--- src/rtl/fwd_scoreboard_pkg.sv ---
// Shared types for the decode/execute operand forwarding and hazard logic.
package fwd_scoreboard_pkg;

  localparam int unsigned CREG_NUM = 32;
  localparam int unsigned CREG_AW  = $clog2(CREG_NUM);

  typedef logic [CREG_AW-1:0] creg_addr_t;

  typedef enum logic [2:0] {
    FWD_RF  = 3'd0,
    FWD_EXE = 3'd1,
    FWD_MEM = 3'd2,
    FWD_MC  = 3'd3,
    FWD_PC  = 3'd4
  } fwd_src_e;

endpackage

--- src/rtl/fwd_scoreboard_port_mux.sv ---
// One source-operand port: picks pc/exe/mem/mc/regfile data and flags a
// load-use or pending-multicycle stall for that port. Purely combinational.
module fwd_port_mux
  import fwd_scoreboard_pkg::*;
#(
  parameter int unsigned NREG  = 32,
  parameter int unsigned WIDTH = 64,
  localparam int unsigned AW   = $clog2(NREG)
) (
  input  logic [AW-1:0]    rs_i,
  input  logic [WIDTH-1:0] rf_data_i,
  input  logic             use_pc_i,
  input  logic [WIDTH-1:0] pc_i,
  input  logic             exe_regwrite_i,
  input  logic [AW-1:0]    exe_dst_i,
  input  logic             exe_is_load_i,
  input  logic [WIDTH-1:0] exe_data_i,
  input  logic             mem_regwrite_i,
  input  logic [AW-1:0]    mem_dst_i,
  input  logic [WIDTH-1:0] mem_data_i,
  input  logic             mc_done_i,
  input  logic [AW-1:0]    mc_dst_i,
  input  logic [WIDTH-1:0] mc_data_i,
  input  logic             pend_hit_i,
  output logic [WIDTH-1:0] data_o,
  output logic             stall_o
);

  logic     rs_nz, exe_hit, mem_hit, mc_hit;
  fwd_src_e src;

  assign rs_nz   = (rs_i != '0);
  assign exe_hit = rs_nz && exe_regwrite_i && (exe_dst_i == rs_i);
  assign mem_hit = rs_nz && mem_regwrite_i && (mem_dst_i == rs_i);
  assign mc_hit  = rs_nz && mc_done_i && (mc_dst_i == rs_i);

  always_comb begin
    src = FWD_RF;
    if (use_pc_i)     src = FWD_PC;
    else if (exe_hit) src = FWD_EXE;
    else if (mem_hit) src = FWD_MEM;
    else if (mc_hit)  src = FWD_MC;
  end

  always_comb begin
    data_o = rf_data_i;
    case (src)
      FWD_PC:  data_o = pc_i;
      FWD_EXE: data_o = exe_data_i;
      FWD_MEM: data_o = mem_data_i;
      FWD_MC:  data_o = mc_data_i;
      default: data_o = rs_nz ? rf_data_i : '0;
    endcase
  end

  // A pc-sourced port reads no register, so it can never hazard.
  assign stall_o = !use_pc_i && rs_nz &&
                   ((exe_hit && exe_is_load_i) || (pend_hit_i && !mc_hit));

endmodule

--- src/rtl/fwd_scoreboard.sv ---
// Operand forwarding for NREAD ports plus a pending-write scoreboard for
// multicycle producers; raises stall on load-use, pending-read and WAW hazards.
module fwd_scoreboard
  import fwd_scoreboard_pkg::*;
#(
  parameter int unsigned NREAD = 2,
  parameter int unsigned NREG  = 32,
  parameter int unsigned WIDTH = 64,
  localparam int unsigned AW   = $clog2(NREG)
) (
  input  logic                        clk_i,
  input  logic                        reset_ni,
  input  logic [NREAD-1:0][AW-1:0]    rs_i,
  input  logic [NREAD-1:0][WIDTH-1:0] rf_data_i,
  input  logic                        pc_sel_i,
  input  logic [WIDTH-1:0]            pc_i,
  input  logic                        issue_valid_i,
  input  logic                        issue_regwrite_i,
  input  logic [AW-1:0]               issue_dst_i,
  input  logic                        issue_mc_i,
  input  logic                        exe_regwrite_i,
  input  logic [AW-1:0]               exe_dst_i,
  input  logic                        exe_is_load_i,
  input  logic [WIDTH-1:0]            exe_data_i,
  input  logic                        mem_regwrite_i,
  input  logic [AW-1:0]               mem_dst_i,
  input  logic [WIDTH-1:0]            mem_data_i,
  input  logic                        mc_done_i,
  input  logic [AW-1:0]               mc_dst_i,
  input  logic [WIDTH-1:0]            mc_data_i,
  output logic [NREAD-1:0][WIDTH-1:0] fwd_data_o,
  output logic                        stall_o,
  output logic [31:0]                 stall_cnt_o
);

  logic [NREG-1:0]  pending_q, pending_d, pend_eff;
  logic [31:0]      stall_cnt_q, stall_cnt_d;
  logic [NREAD-1:0] port_stall;
  logic             waw, accept;

  // While reset is held the scoreboard is treated as empty.
  assign pend_eff = reset_ni ? pending_q : '0;

  for (genvar g = 0; g < NREAD; g++) begin : g_port
    fwd_port_mux #(.NREG(NREG), .WIDTH(WIDTH)) u_mux (
      .rs_i           (rs_i[g]),
      .rf_data_i      (rf_data_i[g]),
      .use_pc_i       (pc_sel_i && (g == 0)),
      .pc_i           (pc_i),
      .exe_regwrite_i (exe_regwrite_i),
      .exe_dst_i      (exe_dst_i),
      .exe_is_load_i  (exe_is_load_i),
      .exe_data_i     (exe_data_i),
      .mem_regwrite_i (mem_regwrite_i),
      .mem_dst_i      (mem_dst_i),
      .mem_data_i     (mem_data_i),
      .mc_done_i      (mc_done_i),
      .mc_dst_i       (mc_dst_i),
      .mc_data_i      (mc_data_i),
      .pend_hit_i     (pend_eff[rs_i[g]]),
      .data_o         (fwd_data_o[g]),
      .stall_o        (port_stall[g])
    );
  end

  assign waw = issue_regwrite_i && (issue_dst_i != '0) && pend_eff[issue_dst_i] &&
               !(mc_done_i && (mc_dst_i == issue_dst_i));

  assign stall_o = issue_valid_i && ((|port_stall) || waw);
  assign accept  = issue_valid_i && !stall_o && issue_mc_i && issue_regwrite_i &&
                   (issue_dst_i != '0);

  always_comb begin
    pending_d = pending_q;
    if (mc_done_i) pending_d[mc_dst_i] = 1'b0;
    // Set after clear so a new producer wins over a same-cycle completion.
    if (accept) pending_d[issue_dst_i] = 1'b1;
    pending_d[0] = 1'b0;
  end

  always_comb begin
    stall_cnt_d = stall_cnt_q;
    if (stall_o && (stall_cnt_q != '1)) stall_cnt_d = stall_cnt_q + 32'd1;
  end

  always_ff @(posedge clk_i) begin
    if (!reset_ni) begin
      pending_q   <= '0;
      stall_cnt_q <= '0;
    end else begin
      pending_q   <= pending_d;
      stall_cnt_q <= stall_cnt_d;
    end
  end

  assign stall_cnt_o = stall_cnt_q;

endmodule

--- config.mk ---
export PLATFORM = sky130hd
export DESIGN_NAME = fwd_scoreboard
export DESIGN_NICKNAME = d
export VERILOG_FILES = /design/src/rtl/fwd_scoreboard_pkg.sv /design/src/rtl/fwd_scoreboard_port_mux.sv /design/src/rtl/fwd_scoreboard.sv
export SDC_FILE = /design/constraint.sdc
export NUM_CORES = 1
export LEC_CHECK = 0
export CELL_PAD_IN_SITES_DETAIL_PLACEMENT = 2
export CELL_PAD_IN_SITES_GLOBAL_PLACEMENT = 2
export CORE_AREA = 2 2 229 231
export DETAILED_ROUTE_END_ITERATION = 10
export DIE_AREA = 0 0 231 233
export MAX_ROUTING_LAYER = met4
export PLACE_DENSITY = 0.77
export RECOVER_POWER = 50
export SYNTH_ARGS = -nofsm -noshare
export SYNTH_HDL_FRONTEND = slang
export SYNTH_SLANG_ARGS = --single-unit
--- constraint.sdc ---
create_clock -name clk_i -period 3.75 [get_ports clk_i]
set_input_delay 0.75 -clock clk_i [delete_from_list [all_inputs] [get_ports clk_i]]
set_output_delay 0.75 -clock clk_i [all_outputs]
set_load 0.005 [all_outputs]
# Word-level counts from Yosys, hierarchy flattened
# Index checks and enable logic that the tools add are counted.
[classes] reduce_logical=43 n_lt_le_gt_ge=6 n_shift=0 n_div=0 muxes=24 addsub=1 eq_ne=16 bitwise_logic=3 mul=0
[op_table] cell="$pmux W64 S4" n=2
[op_table] cell="$mux W64" n=2
[op_table] cell="$mux W32" n=3
[op_table] cell="$eq A5 B5 Y1" n=7
[op_table] cell="$add A32 B1 Y32 const B" n=1
[op_table] cell="$and A32 B32 Y32" n=1
[op_table] cell="$ne A32 B32 Y1 const B" n=1
[op_table] cell="$not A32 Y32" n=1
[op_table] cell="$or A32 B32 Y32" n=1
[op_table] cell="$logic_and A1 B1 Y1" n=31
[op_table] cell="$lt A5 B6 Y1 const B" n=4
[op_table] cell="$bmux W1 S5" n=3
[op_table] cell="$mux W3" n=5
[op_table] cell="$reduce_bool A5 Y1" n=3
[op_table] cell="$eq A3 B2 Y1 const B" n=4
[op_table] cell="$demux W1 S5" n=2
[op_table] cell="$ge A5 B1 Y1 const B" n=2
[op_table] cell="$eq A3 B1 Y1 const B" n=2
[op_table] cell="$eq A3 B3 Y1 const B" n=2
[op_table] cell="$logic_not A1 Y1" n=5
[op_table] cell="$mux W1" n=5
[op_table] cell="$mux W2" n=2
[op_table] cell="$logic_or A1 B1 Y1" n=3
[op_table] cell="$reduce_or A2 Y1" n=1
[word_totals] mem_count=0 latchBits=0 inputBits=424 regBits=64 romBits=0 ram_bits=0 elab_cells=96

# Depth between registers and ports, before layout
# Gate-level depths: netlist (run 1).
[logic_depth] word_depth=16 ltp_mapped=11 depth_no_buf=9

# Hierarchy
# A second synthesis (run 1) with hierarchy kept.
[unflattened] cells_unflattened=1408 hier_area_um2=10646.5
[by_module_without_submodules] module="fwd_port_mux" cells_per_inst=473 area_per_inst_um2=3348.2 instances=2 seq_area_each_um2=0.0
[by_module_without_submodules] module="fwd_scoreboard" cells_per_inst=462 area_per_inst_um2=3950.0 instances=1 seq_area_each_um2=1261.2

# Least setup slack after synthesis (run 1)
# OpenSTA, ideal clock, no wires.
[synth_path] path_type="input port to output port" startpoint="in rs_i[8] (netlist bit)" endpoint="out fwd_data_o[100] (netlist bit)" required_time_ns=3.000 setup_slack_ns=0.176 n_path_buf=4 arrival_ns=2.824 path_stages=10 path_cell_list="clkbuf_1 > or2_1 > nor4_2 > nor4_1 > nor3_1 > clkbuf_1 > clkbuf_1 > clkbuf_1 > nand3_1 > o21ai_0"
[synth_lines] element="start: declaration" line="fwd_scoreboard.sv:13" text="input logic [NREAD-1:0][AW-1:0] rs_i,"
[synth_lines] element="end: declaration" line="fwd_scoreboard.sv:31" text="output logic [NREAD-1:0][WIDTH-1:0] fwd_data_o,"

==> results of run 1 <==
## path summary, 6_finish.rpt
| check | startpoint | slack [ps] | cells past startpoint | endpoint |
|---|---|---|---|---|
| worst max register to register | pending_q[27] | 410 | 11 | pending_q[9] |
| worst min-delay path | stall_cnt_o[20] | 510 | 2 | stall_cnt_o[20] |
| worst min register to register | stall_cnt_o[20] | 510 | 2 | stall_cnt_o[20] |
| worst max-delay path | rs_i[3] | -160 | 16 | fwd_data_o[54] |
## logic make-up (layout without fill, tap and decap cells)
kind of cell / after synthesis / in the layout
XOR/XNOR: 36 / 36
buffers and inverters: 149 / 931
AO/OA/AOI/OAI: 487 / 487
adder cells (fa/ha/maj): 1 / 1
flip-flops: 63 / 63
other: 0 / 43
multiplexers: 99 / 99
AND/OR/NAND/NOR: 411 / 411
## worst register-to-register path, cell delays in order, from the launching register on
cell and delay, ps:
dfxtp_1 330, mux4_2 530, a211oi_1 290, a311oi_1 70
nor4bb_1 150, or4_1 610, clkbuf_1 210, nor2_4 110
buf_4 140, nand3_1 80, clkbuf_4 320, o31ai_1 400
## registers in the layout (all words and copies together) (netlist names)
signal	cells
pending_q	31
stall_cnt_o	32
## cell type report
class	count	area, um2	share of cell area
diodes	43	107.6	0.005515
clock buffers	10	239.0	0.01225
clock inverters	6	91.34	0.004681
inverters	10	41.29	0.002116
multi-input cells	1034	7930	0.4064
flip-flops and latches	63	1261	0.06464
well taps	680	850.8	0.04360
repair buffers	905	8991	0.4608
## through the flow
stage	instance area, um2	power, mW
detailed placement	16690	2.423
floorplan	8623	1.201
global placement	16690	2.394
finish	19510	3.593
global route	19500	3.727
CTS	19170	3.504
## layout by cell type (no fill, tap or decap), types with 10 or more instances in the layout
cell,synthesis,final
a22oi_1,64,30
nand2b_1,11,10
nand3b_1,14,14
dlygate4sd3_1,0,32
o211ai_1,31,32
clkdlybuf4s50_1,0,389
clkbuf_2,0,47
nand3_1,113,107
diode_2,0,43
a21oi_1,123,86
buf_8,0,17
a21oi_2,0,37
buf_16,0,10
o31ai_1,44,44
a221o_1,22,22
buf_4,2,184
dlygate4sd2_1,0,14
o21ai_2,2,15
nand4_1,15,15
or4_1,12,10
or3_1,12,11
buf_12,0,56
dfxtp_1,63,63
o21ai_1,0,68
nor2_2,0,15
buf_6,4,57
xnor2_1,28,11
a221oi_2,0,22
mux4_2,15,15
nor2_1,118,101
nand2_1,58,56
a22oi_2,0,34
o21ai_0,137,55
mux2i_1,82,77
clkdlybuf4s15_1,0,12
xnor2_2,0,12
buf_2,16,67
## per-layer routing
layer,up-vias,GRT usage
li1,6421,-
met1,7552,0.3591
met2,666,0.5316
met3,159,0.06556
met4,0,0.1198
met5,-,-
## repair_timing
item / in CTS / in global routing
buffers inserted: 110 / 20
setup endpoints to repair: 135 / 124
resized for setup: 742 / 244
cloned: 16 / 0
pin swaps: 83 / 81
## report_power, final
group / switching [mW] / internal, mW / leakage (nW)
clock: 0.356 / 0.604 / 0.163
combinational: 0.933 / 1.02 / 6.83
sequential: 0.00383 / 0.672 / 0.507
total: 1.29 / 2.30 / 7.50
==> run summary, run 1 <==
Worst Skew: 10.62 ps
hold_buf cts: 0
Core Box Area: 0.05109 mm2
status: finished with violations
Placed Cells: 2559
GR Overflow Total: 0
worst path arrival time: 3160 ps
Seq/Total Area, Yosys: 0.1463
DRC: 0
fin nets: 2448
Site Rows: 83
Slowest cell on crit path: a221o_1
Synth Register Bits: 63
CTS sink cnt: 63
worst-path fanout max: 8
die height: 233 um
Die X: 231 um
Avg Cell Area, Syn: 6.921 um2
Yosys top cell area share: 0.1463
CTS tree: done
IO Pins: 585
most common cell in the netlist: o21ai_0
adder-cell share of the synthesized area: 0.001451
ordered list of cells on the worst path: buf_8 > buf_12 > xnor2_4 > nand4_1 > nor4_2 > buf_4 > nor3_4 > buf_4 > buf_6 > nand2_4 > nor2_4 > buf_12 > buf_12 > buf_6 > a221o_1 > buf_2
area grow syn2layout: 126.3%
Place WS: -992.1 ps
CP max stage delay: 340 ps
area leader, netlist: dfxtp_1
cells after synthesis: 1246
Async SR Flop Fraction: 0
top cells by area, synth: dfxtp_1 (15%), mux2i_1 (9.5%), o21ai_0 (8.0%), a21oi_1 (7.1%), nand3_1 (6.6%)
peak supply drop: 192.4 uV
via count of the first global-routing pass: 15480
Synth Area in Compound Gates: 0.3645
DRT iter0 DRCs: 1052
Worst Slack Setup Final: -159.3 ps
Clock Latency Late Sink: 340 ps
Port Buffer Count: 584
first-pass GRT wire length: 118100 um
Ys Warns: 0
Synth Area in XOR/XNOR: 0.03656
largest net degree at the start of global routing: 70
Total GRT Usage: 0.3123
Clock Path Buffers: 2
Fillers: 5642
Detailed Route WL: 87080 um
most used cell, CP: buf_12
number of max-cap violations: 0
final RePlAce weighted congestion: 0.9731
DRT met1 WL: 33930 um
setup TNS: -1663 ps
slew margin rel.: 0.4475
Final min period: 3909 ps
WL met2: 43140 um
largest family of logic cells by synthesized area: compound AO/OA/AOI/OAI gates
final core occ: 0.3819
drt pass-1 iters: 6
CP Capture Type: output pin
Largest delay share family, worst path: buffers and inverters
critical path type: in2out
DP HPWL: 65560 um
EDFF count, synth: 0
WL/cell: 31.66 um
Commonest cells post-synth: o21ai_0 (137), a21oi_1 (123), nor2_1 (118)
RSZ-0062 raised after global routing: true
Max Fclk: 0.2558 GHz
failing checks: setup timing
final period utilization: 1.042
final hold viol count: 0
Worst Hold Class: reg2reg
initial antenna violation count: 45
library cells used by synthesis: 67
CTS clk-pin slew, worst paths: 50 ps
layout cells sized above 1: 0.3407
Syn Nets: 1671
Initial Util: 0.1688
Vias: 14800
Mapped Area: 0.008623 mm2
Slew @ Worst Pin: 828.7 ps
fin. max-slew vios: 0
WP buf/inv: 9
die area: 0.05382 mm2
Post-Synth Simple-Gate Area: 0.2427
Worst Path Required: 3000 ps
clk root buf: clkbuf_16
Post-Layout Cell Count: 2751
number of H-tree levels: 3
Final ANT Viol Nets: 0
DR top layer: met4
ys flop type: dfxtp_1
vias per cell: 5.379
CTS Buf Count: 9
Hold WS: 511.2 ps
Pleak: 7.504 nW
final setup violation count: 27
post-synthesis mux area share: 0.1370
pwr dens: 184.2 mW/mm2
startpoint types: input port
DR WL met3: 6342 um
(Power assumes the default switching activity.)
==> inputs of run 2 (changes only) <==
- CORE_AREA: 2 2 229 231 -> 2 2 231 233
- DIE_AREA: 0 0 231 233 -> 0 0 233 235
- DONT_BUFFER_PORTS: default -> 1
- PLACE_DENSITY: 0.77 -> 0.46
==> run summary, run 2 (synthesis gave the netlist of run 1 again) <==
startpoint types: input port
CP max stage delay: 350 ps (about the same)
fin. max-slew vios: 0 (unchanged)
IO Pins: 585 (unchanged)
commonest non-fill, non-tap cell in the layout: o21ai_0
area occupied by multi-input gates: 0.006809 mm2 (-14%)
Total GRT Usage: 0.2362 (-0.07615)
Final min period: 3631 ps (-278.7 ps)
Fillers: 6171 (+9.4%)
final hold viol count: 0 (unchanged)
layout cells sized above 1: 0.1147 (-0.2260)
GR Overflow Total: 0 (unchanged)
Clock Path Buffers: 2 (unchanged)
Slew @ Worst Pin: 791.9 ps (-36.82 ps)
Vias: 10720 (-28%)
RSZ-0062 raised after global routing: false
Slowest cell on crit path: a221o_1
Pleak: 3.204 nW (-57%)
worst-path fanout max: 34 (+26)
final setup violation count: 0 (-100%)
Worst Skew: 14.00 ps (+3.388 ps)
Core Box Area: 0.05224 mm2 (+2.2%)
CTS sink cnt: 63 (unchanged)
Worst Path Required: 3000 ps (about the same)
worst path arrival time: 2880 ps (-280 ps)
Die X: 233 um (+0.87%)
Max Fclk: 0.2754 GHz (+7.7%)
largest net degree at the start of global routing: 133 (+90%)
Final Power: 2.366 mW (-34%)
most used cell, CP: buf_4
critical path type: in2out
final core occ: 0.1950 (-0.1869)
design area: 0.01019 mm2 (-48%)
Hold WS: 521.7 ps (+10.60 ps)
number of max-cap violations: 0 (unchanged)
peak supply drop: 165.4 uV (-14%)
final period utilization: 0.9681 (-0.07433)
hold_buf cts: 0 (unchanged)
die area: 0.05476 mm2 (+1.7%)
Worst Slack Setup Final: 119.5 ps (+278.7 ps)
Placed Cells: 1871 (-27%)
vias per cell: 5.588 (+3.9%)
Detailed Route WL: 66530 um (-24%)
WP buf/inv: 3 (-6)
Largest delay share family, worst path: simple AND/OR/NAND/NOR gates
die height: 235 um (+0.86%)
Placement Cell Area: 0.009764 mm2 (-41%)
number of H-tree levels: 3 (unchanged)
Clock Latency Late Sink: 360 ps (+20 ps)
area grow syn2layout: 18.12%
DP HPWL: 52320 um (-20%)
Final ANT Viol Nets: 0 (unchanged)
Worst Hold Class: reg2reg
WL/cell: 34.67 um (+9.5%)
setup TNS: 0 ps (+1663 ps)
Post-Layout Cell Count: 1919 (-30%)
CP Capture Type: output pin
fin nets: 1623 (-34%)
Place WS: -144.7 ps (+847.4 ps)
first-pass GRT wire length: 90020 um (-24%)
DRT iter0 DRCs: 770 (-27%)
initial antenna violation count: 34 (-24%)
Sequential Area: 0.001261 mm2 (unchanged)
Site Rows: 84 (+1.2%)
CTS tree: done
slew margin rel.: 0.4721 (+0.02454)
CTS Buf Count: 9 (unchanged)
Port Buffer Count: 0 (-100%)
Initial Util: 0.1651 (-0.003687)
clk root buf: clkbuf_16
final RePlAce weighted congestion: 1.001 (+2.9%)
pwr dens: 232.3 mW/mm2 (+26%)
CTS clk-pin slew, worst paths: 60 ps (about the same)
ordered list of cells on the worst path: or2_2 > nor4_4 > buf_4 > nor4_2 > buf_4 > nor2b_4 > buf_12 > a22oi_1 > o21ai_0 > a221o_1
DRC: 0 (unchanged)
most frequent cells in the layout: o21ai_0 (138), a21oi_1 (123), nor2_1 (117), nand3_1 (113), mux2i_1 (82)
max reg flops: 32 (unchanged)
via count of the first global-routing pass: 10970 (-29%)
status: complete, no violations
drt pass-1 iters: 5 (-1)
[run 2: cell count changes in the layout (fill, tap and decap cells not counted), moves of 37 or more]
cell and delta:
a21oi_1 +37, a21oi_2 -37, buf_12 -39, buf_2 -67, buf_4 -125, buf_6 -56, clkbuf_2 -47, clkdlybuf4s50_1 -389
o21ai_0 +83, o21ai_1 -68
[run 2: layout make-up]
class | count | area share
Clock inverter | 7 | 0.009335
Timing Repair Buffer | 80 | 0.08119
Multi-Input combinational cell | 1034 | 0.6685
Inverter | 10 | 0.003685
Sequential cell | 63 | 0.1238
Tap cell | 688 | 0.08451
Antenna cell | 28 | 0.006879
Clock buffer | 9 | 0.02211
[run 2: power by group]
group | internal, mW | total, mW | switching (mW)
logic | 0.300 | 0.747 | 0.446
registers | 0.672 | 0.676 | 0.00381
clock network | 0.583 | 0.943 | 0.360
[run 2: final timing paths]
path / startpoint / to / slack, ps / depth (start not counted)
worst max-delay path: rs_i[3] / fwd_data_o[5] / 120 / 10
worst min-delay path: stall_cnt_o[1] / stall_cnt_o[1] / 520 / 2
worst max register to register: pending_q[27] / pending_q[2] / 490 / 9
worst min register to register: stall_cnt_o[1] / stall_cnt_o[1] / 520 / 2
[run 2: repair_timing]
item | CTS | global route
gates cloned | 0 | 1
setup endpoints to repair | 1 | 15
gates resized for setup | 1 | 2
buffers inserted | 0 | 3
pin swaps | 0 | 2
[run 2: tightest hold or removal path, delay by kind of cell, from the launching register on]
kind	cells	cell delay, ps
mux	1	60
flops	1	350
simple gates	1	70
[run 2: routing by layer]
| layer | track usage | part of all wire | vias to the layer above |
|---|---|---|---|
| met1 | 0.2758 | 0.40 | 5516 |
| met3 | 0.08167 | 0.094 | 65 |
| met2 | 0.3681 | 0.48 | 435 |
| met5 | - | 0 | - |
| met4 | 0.09593 | 0.023 | 0 |
| li1 | - | - | 4707 |
==> RTL edit 1: new RTL, settings of run 1 <==
Take the reset off `pending_q` and load it in a clocked block of its own.
--- a/src/rtl/fwd_scoreboard.sv
+++ b/src/rtl/fwd_scoreboard.sv
@@ -85,12 +85,14 @@
 
   always_ff @(posedge clk_i) begin
     if (!reset_ni) begin
-      pending_q   <= '0;
       stall_cnt_q <= '0;
     end else begin
-      pending_q   <= pending_d;
       stall_cnt_q <= stall_cnt_d;
     end
+  end
+
+  always_ff @(posedge clk_i) begin
+    pending_q <= pending_d;
   end
 
   assign stall_cnt_o = stall_cnt_q;
Formal check against the unedited RTL: not equivalent (a bounded check fails within 4 cycles, from zero or initial values and one cycle with reset_ni low).
==> RTL edit 1 against run 1 <==
- the flow still finishes with violations (negative setup slack)
- sequential share of layout area down 0.11 points
- design area increased by 1.8%
- setup slack better by 0.067 ns
- global-route usage up 3.2 points
- area after synthesis is 4.2% higher
- routed wire length rose by 9.7%
- total power grew 7.3%
- cell count grew 6.5%
- count of clock-buffer cells in the layout fell by 1
- sequential cell count unchanged
- utilization is 0.69 points higher
- largest cell class unchanged
- largest power group unchanged
==> RTL edit 1: results (changes against run 1) <==
Logic inverters 17 (+7); WL met1 37400 um (+10%); Critical Path Source rs_i[4]; fin nets 2600 (+6.2%); vias in the first global route 16400 (+6.2%); CP Capture Point fwd_data_o[55]; setup ws final -0.0924 ns (+0.0669 ns); part of the power in the clock network 25.8% (-0.9 points); # placed instances 2734 (+6.8%); dpl hpwl 70000 um (+6.7%); wire length on met3 8610 um (+36%); metal2 WL 46000 um (+6.5%); ranking of synthesized cells by area dfxtp_1 (14%), o21ai_0 (14%), mux2i_1 (11%), nand2_1 (9.8%), nand3_1 (8.2%); Reg2Reg Capture Point stall_cnt_o[28]$_SDFFE_PN0P_; Crit path arrival time 3.09 ns (-0.07 ns); TritonRoute pass-1 iters 5 (-1); pwr dens 194 nW/um^2 (+5.4%); final setup fails 8 (-70%); Non-clock buffers, area share 44.4% (-1.7 points); Max transition margin 36.9% (-7.8 points); slowest CP cell nor4_4; Non-Clock Buffer Count 890 (-1.7%); initial antenna violation count 75 (+67%); status finished, violations left; Reg clk slew, reported paths 0.07 ns (+0.02 ns); setup slack, reg-to-reg 0.47 ns (+0.06 ns); Fill cells 5747 (+1.9%); failing checks negative setup slack; M3 GR Usage 12.2% (+5.7 points); Max rail drop VDD 0.000210 V (+9.4%)
==> RTL edit 1: stage by stage <==
step | hold WS [ns] | instance area (sq um) | utilization [%]
2_1_floorplan | 0.469 | 8990 | -
3_3_place_gp | 0.478 | 16900 | 33.1
3_5_place_dp | 0.498 | 16900 | 33.1
4_1_cts | 0.513 | 19200 | 37.6
5_1_grt | 0.540 | 19900 | 38.9
6_report | 0.507 | 19900 | 38.9
==> RTL edit 1: what timing repair did <==
item                       CTS  global route
cloned                      22             3
resized for setup          743           244
setup endpoints to repair  132           130
pin swaps                   79            67
setup buffers               99            19
==> RTL edit 1: critical path: cells and delay by family <==
kind	cells	cell delay [ns]
buffers and inverters	9	1.25
and+or+nand+nor	4	0.84
AOI/OAI and AO/OA	1	0.22
==> RTL edit 1: how the worst min path moves through the flow <==
stage / start / to / slack [ns] / cells after the start
6_report: stall_cnt_o[19]$_SDFFE_PN0P_ / stall_cnt_o[19]$_SDFFE_PN0P_ / 0.51 / 2
5_1_grt: stall_cnt_o[27]$_SDFFE_PN0P_ / stall_cnt_o[27]$_SDFFE_PN0P_ / 0.54 / 2
4_1_cts: stall_cnt_o[31]$_SDFFE_PN0P_ / stall_cnt_o[31]$_SDFFE_PN0P_ / 0.51 / 2
3_5_place_dp: stall_cnt_o[31]$_SDFFE_PN0P_ / stall_cnt_o[31]$_SDFFE_PN0P_ / 0.50 / 2
3_3_place_gp: stall_cnt_o[31]$_SDFFE_PN0P_ / stall_cnt_o[31]$_SDFFE_PN0P_ / 0.48 / 2
2_1_floorplan: pending_q[6]$_DFF_P_ / pending_q[6]$_DFF_P_ / 0.47 / 2
==> RTL edit 2: new RTL, config.mk and constraints of run 1 <==
Made on the original files. `WIDTH` is set to 64 in 2 places; all go to 32.
--- a/src/rtl/fwd_scoreboard_port_mux.sv
+++ b/src/rtl/fwd_scoreboard_port_mux.sv
@@ -4,7 +4,7 @@
   import fwd_scoreboard_pkg::*;
 #(
   parameter int unsigned NREG  = 32,
-  parameter int unsigned WIDTH = 64,
+  parameter int unsigned WIDTH = 32,
   localparam int unsigned AW   = $clog2(NREG)
 ) (
   input  logic [AW-1:0]    rs_i,
--- a/src/rtl/fwd_scoreboard.sv
+++ b/src/rtl/fwd_scoreboard.sv
@@ -5,7 +5,7 @@
 #(
   parameter int unsigned NREAD = 2,
   parameter int unsigned NREG  = 32,
-  parameter int unsigned WIDTH = 64,
+  parameter int unsigned WIDTH = 32,
   localparam int unsigned AW   = $clog2(NREG)
 ) (
   input  logic                        clk_i,
Ports: changed (6 resized); port bits go from 585 to 329. No check against the original RTL was run, so the function may have changed too.
==> RTL edit 2 against run 1 <==
- routed wire length decreased by 47%
- count of clock-buffer cells in the layout increased by 2
- critical endpoint is now fwd_data_o[41]
- first-iteration DRC count decreased by 63%
- setup slack improved by 0.17 ns
- sequential cell count unchanged
- area after synthesis decreased by 24%
- design area decreased by 33%
- highest routed layer unchanged
- total power decreased by 28%
==> RTL edit 2: results (changes against run 1) <==
Seq/Total Area, Yosys 19.3% (+4.7 points); Max rail drop VDD 0.000209 V (+8.4%); layout cells sized above 1 31.6% (-2.4 points); Leak Pwr 4.93 nW (-34%); share of the synthesized area in the top cell type 19.3% (+4.7 points); depth of the CTS H-tree 3 (unchanged); Initial DRC Count 394 (-63%); slowest CP cell nor4_4; dpl hpwl 35400 um (-46%); Buffers on Ports 328 (-44%); # placed instances 1972 (-23%); Hold Path Class reg -> reg; status complete, no violations; final WL 46400 um (-47%); Avg Inst Size Synth 7.37 sq um (+6.4%); Total GRT Usage 16.9% (-14 points); first-pass GRT wire length 67500 um (-43%); largest net degree at the start of global routing 55 (-21%); post-synthesis net count 1118 (-33%); routed length per instance 22.6 um (-28%); CTS buffer count 9 (unchanged); vias in the first global route 10600 (-32%); post-DR vias/cell 4.63 (-14%); ranking of synthesized cells by area dfxtp_1 (19%), mux2i_1 (8.4%), o21ai_0 (7.3%), mux4_2 (4.8%), nand3_1 (4.7%); crit path max fanout 6 (-2); final clock skew 0.00706 ns (-0.00356 ns); synth warn 0 (unchanged); DP Worst Slack -0.995 ns (-0.00304 ns); gpl congestion 0.948 (-2.5%); TritonRoute pass-1 iters 4 (-2); initial antenna violation count 12 (-73%); Largest stage delay, worst path 0.36 ns (+0.02 ns); fin nets 1590 (-35%); top post-synthesis cells by count o21ai_0 (95), nand2_1 (72), dfxtp_1 (63); Max transition margin 60.2% (+15 points); Yosys cell types 62 (-7.5%)
RTL edit 2: cell types whose count changed after synthesis, moves of 14 or more:
cell,delta
mux2i_1,-27
a22oi_1,-29
clkbuf_1,-43
nand3_1,-52
o21ai_0,-42
a21oi_1,-75
a221oi_1,-16
nor4_1,+15
nor2_1,-59
nand2_1,+14
o31ai_1,-35
RTL edit 2: cell families (layout without fill, tap and decap cells):
kind of cell	after synthesis	count (layout)	share of synthesized area, %
AOI/OAI and AO/OA	288	288	28.7
xor gates and xnor gates	35	35	4.70
adders and majority gates	1	1	0.192
buffers and inverters	101	578	6.58
DFF	63	63	19.3
muxes	72	72	13.8
other	0	7	0
and+or+nand+nor	325	325	26.7
RTL edit 2: path summary, 6_finish.rpt:
path / startpoint / end / slack, ns / cells past startpoint
worst min register to register: stall_cnt_o[28]$_SDFFE_PN0P_ / stall_cnt_o[28]$_SDFFE_PN0P_ / 0.50 / 2
worst max-delay path: rs_i[5] / fwd_data_o[41] / 0.008 / 14
worst min-delay path: stall_cnt_o[28]$_SDFFE_PN0P_ / stall_cnt_o[28]$_SDFFE_PN0P_ / 0.50 / 2
worst max register to register: pending_q[18]$_SDFF_PN0_ / stall_cnt_o[17]$_SDFFE_PN0P_ / 0.56 / 11
RTL edit 2: routing by layer:
layer / GRT usage, % / part of all wire [%]
met5: - / 0
met4: 7.38 / 4.2
met3: 3.10 / 5.7
met2: 31.6 / 53
met1: 17.2 / 37
RTL edit 2: layout make-up:
type | count | area, sq um
repair buffers | 550 | 5110
multi-input cells | 721 | 5500
flip-flops and latches | 63 | 1260
clock buffers | 12 | 246
clock inverters | 4 | 45.0
well taps | 680 | 851
diodes | 7 | 17.5
inverters | 12 | 45.0
fillers | 5808 | 38000
RTL edit 2: report_power, final:
group / internal, mW / switching, mW / leakage [nW]
combinational: 0.565 / 0.504 / 4.28
sequential: 0.672 / 0.00316 / 0.507
clock: 0.530 / 0.321 / 0.146
RTL edit 2: repair_timing:
item,in CTS,in global routing
gates resized for setup,485,50
endpoints found under the hold margin,0,0
buffers inserted,51,7
pin swaps,53,15
cloned,4,1
endpoints found under the setup margin,128,65
RTL edit 2: stage by stage:
| step | setup TNS [ns] | cell area, sq um |
|---|---|---|
| after global placement | -70.13 | 11700 |
| after detailed placement | -79.19 | 11700 |
| after floorplan | 0 | 6520 |
| final | 0 | 13100 |
| after global routing | -0.370 | 13100 |
| after CTS | -0.0772 | 12900 |
RTL edit 2: worst register-to-register path: cells and delay by family, from the launching register on:
kind                   cells  cell delay, ns
AOI/OAI and AO/OA          3            0.61
DFF                        1            0.44
buffers and inverters      3            0.72
and+or+nand+nor            5            1.36
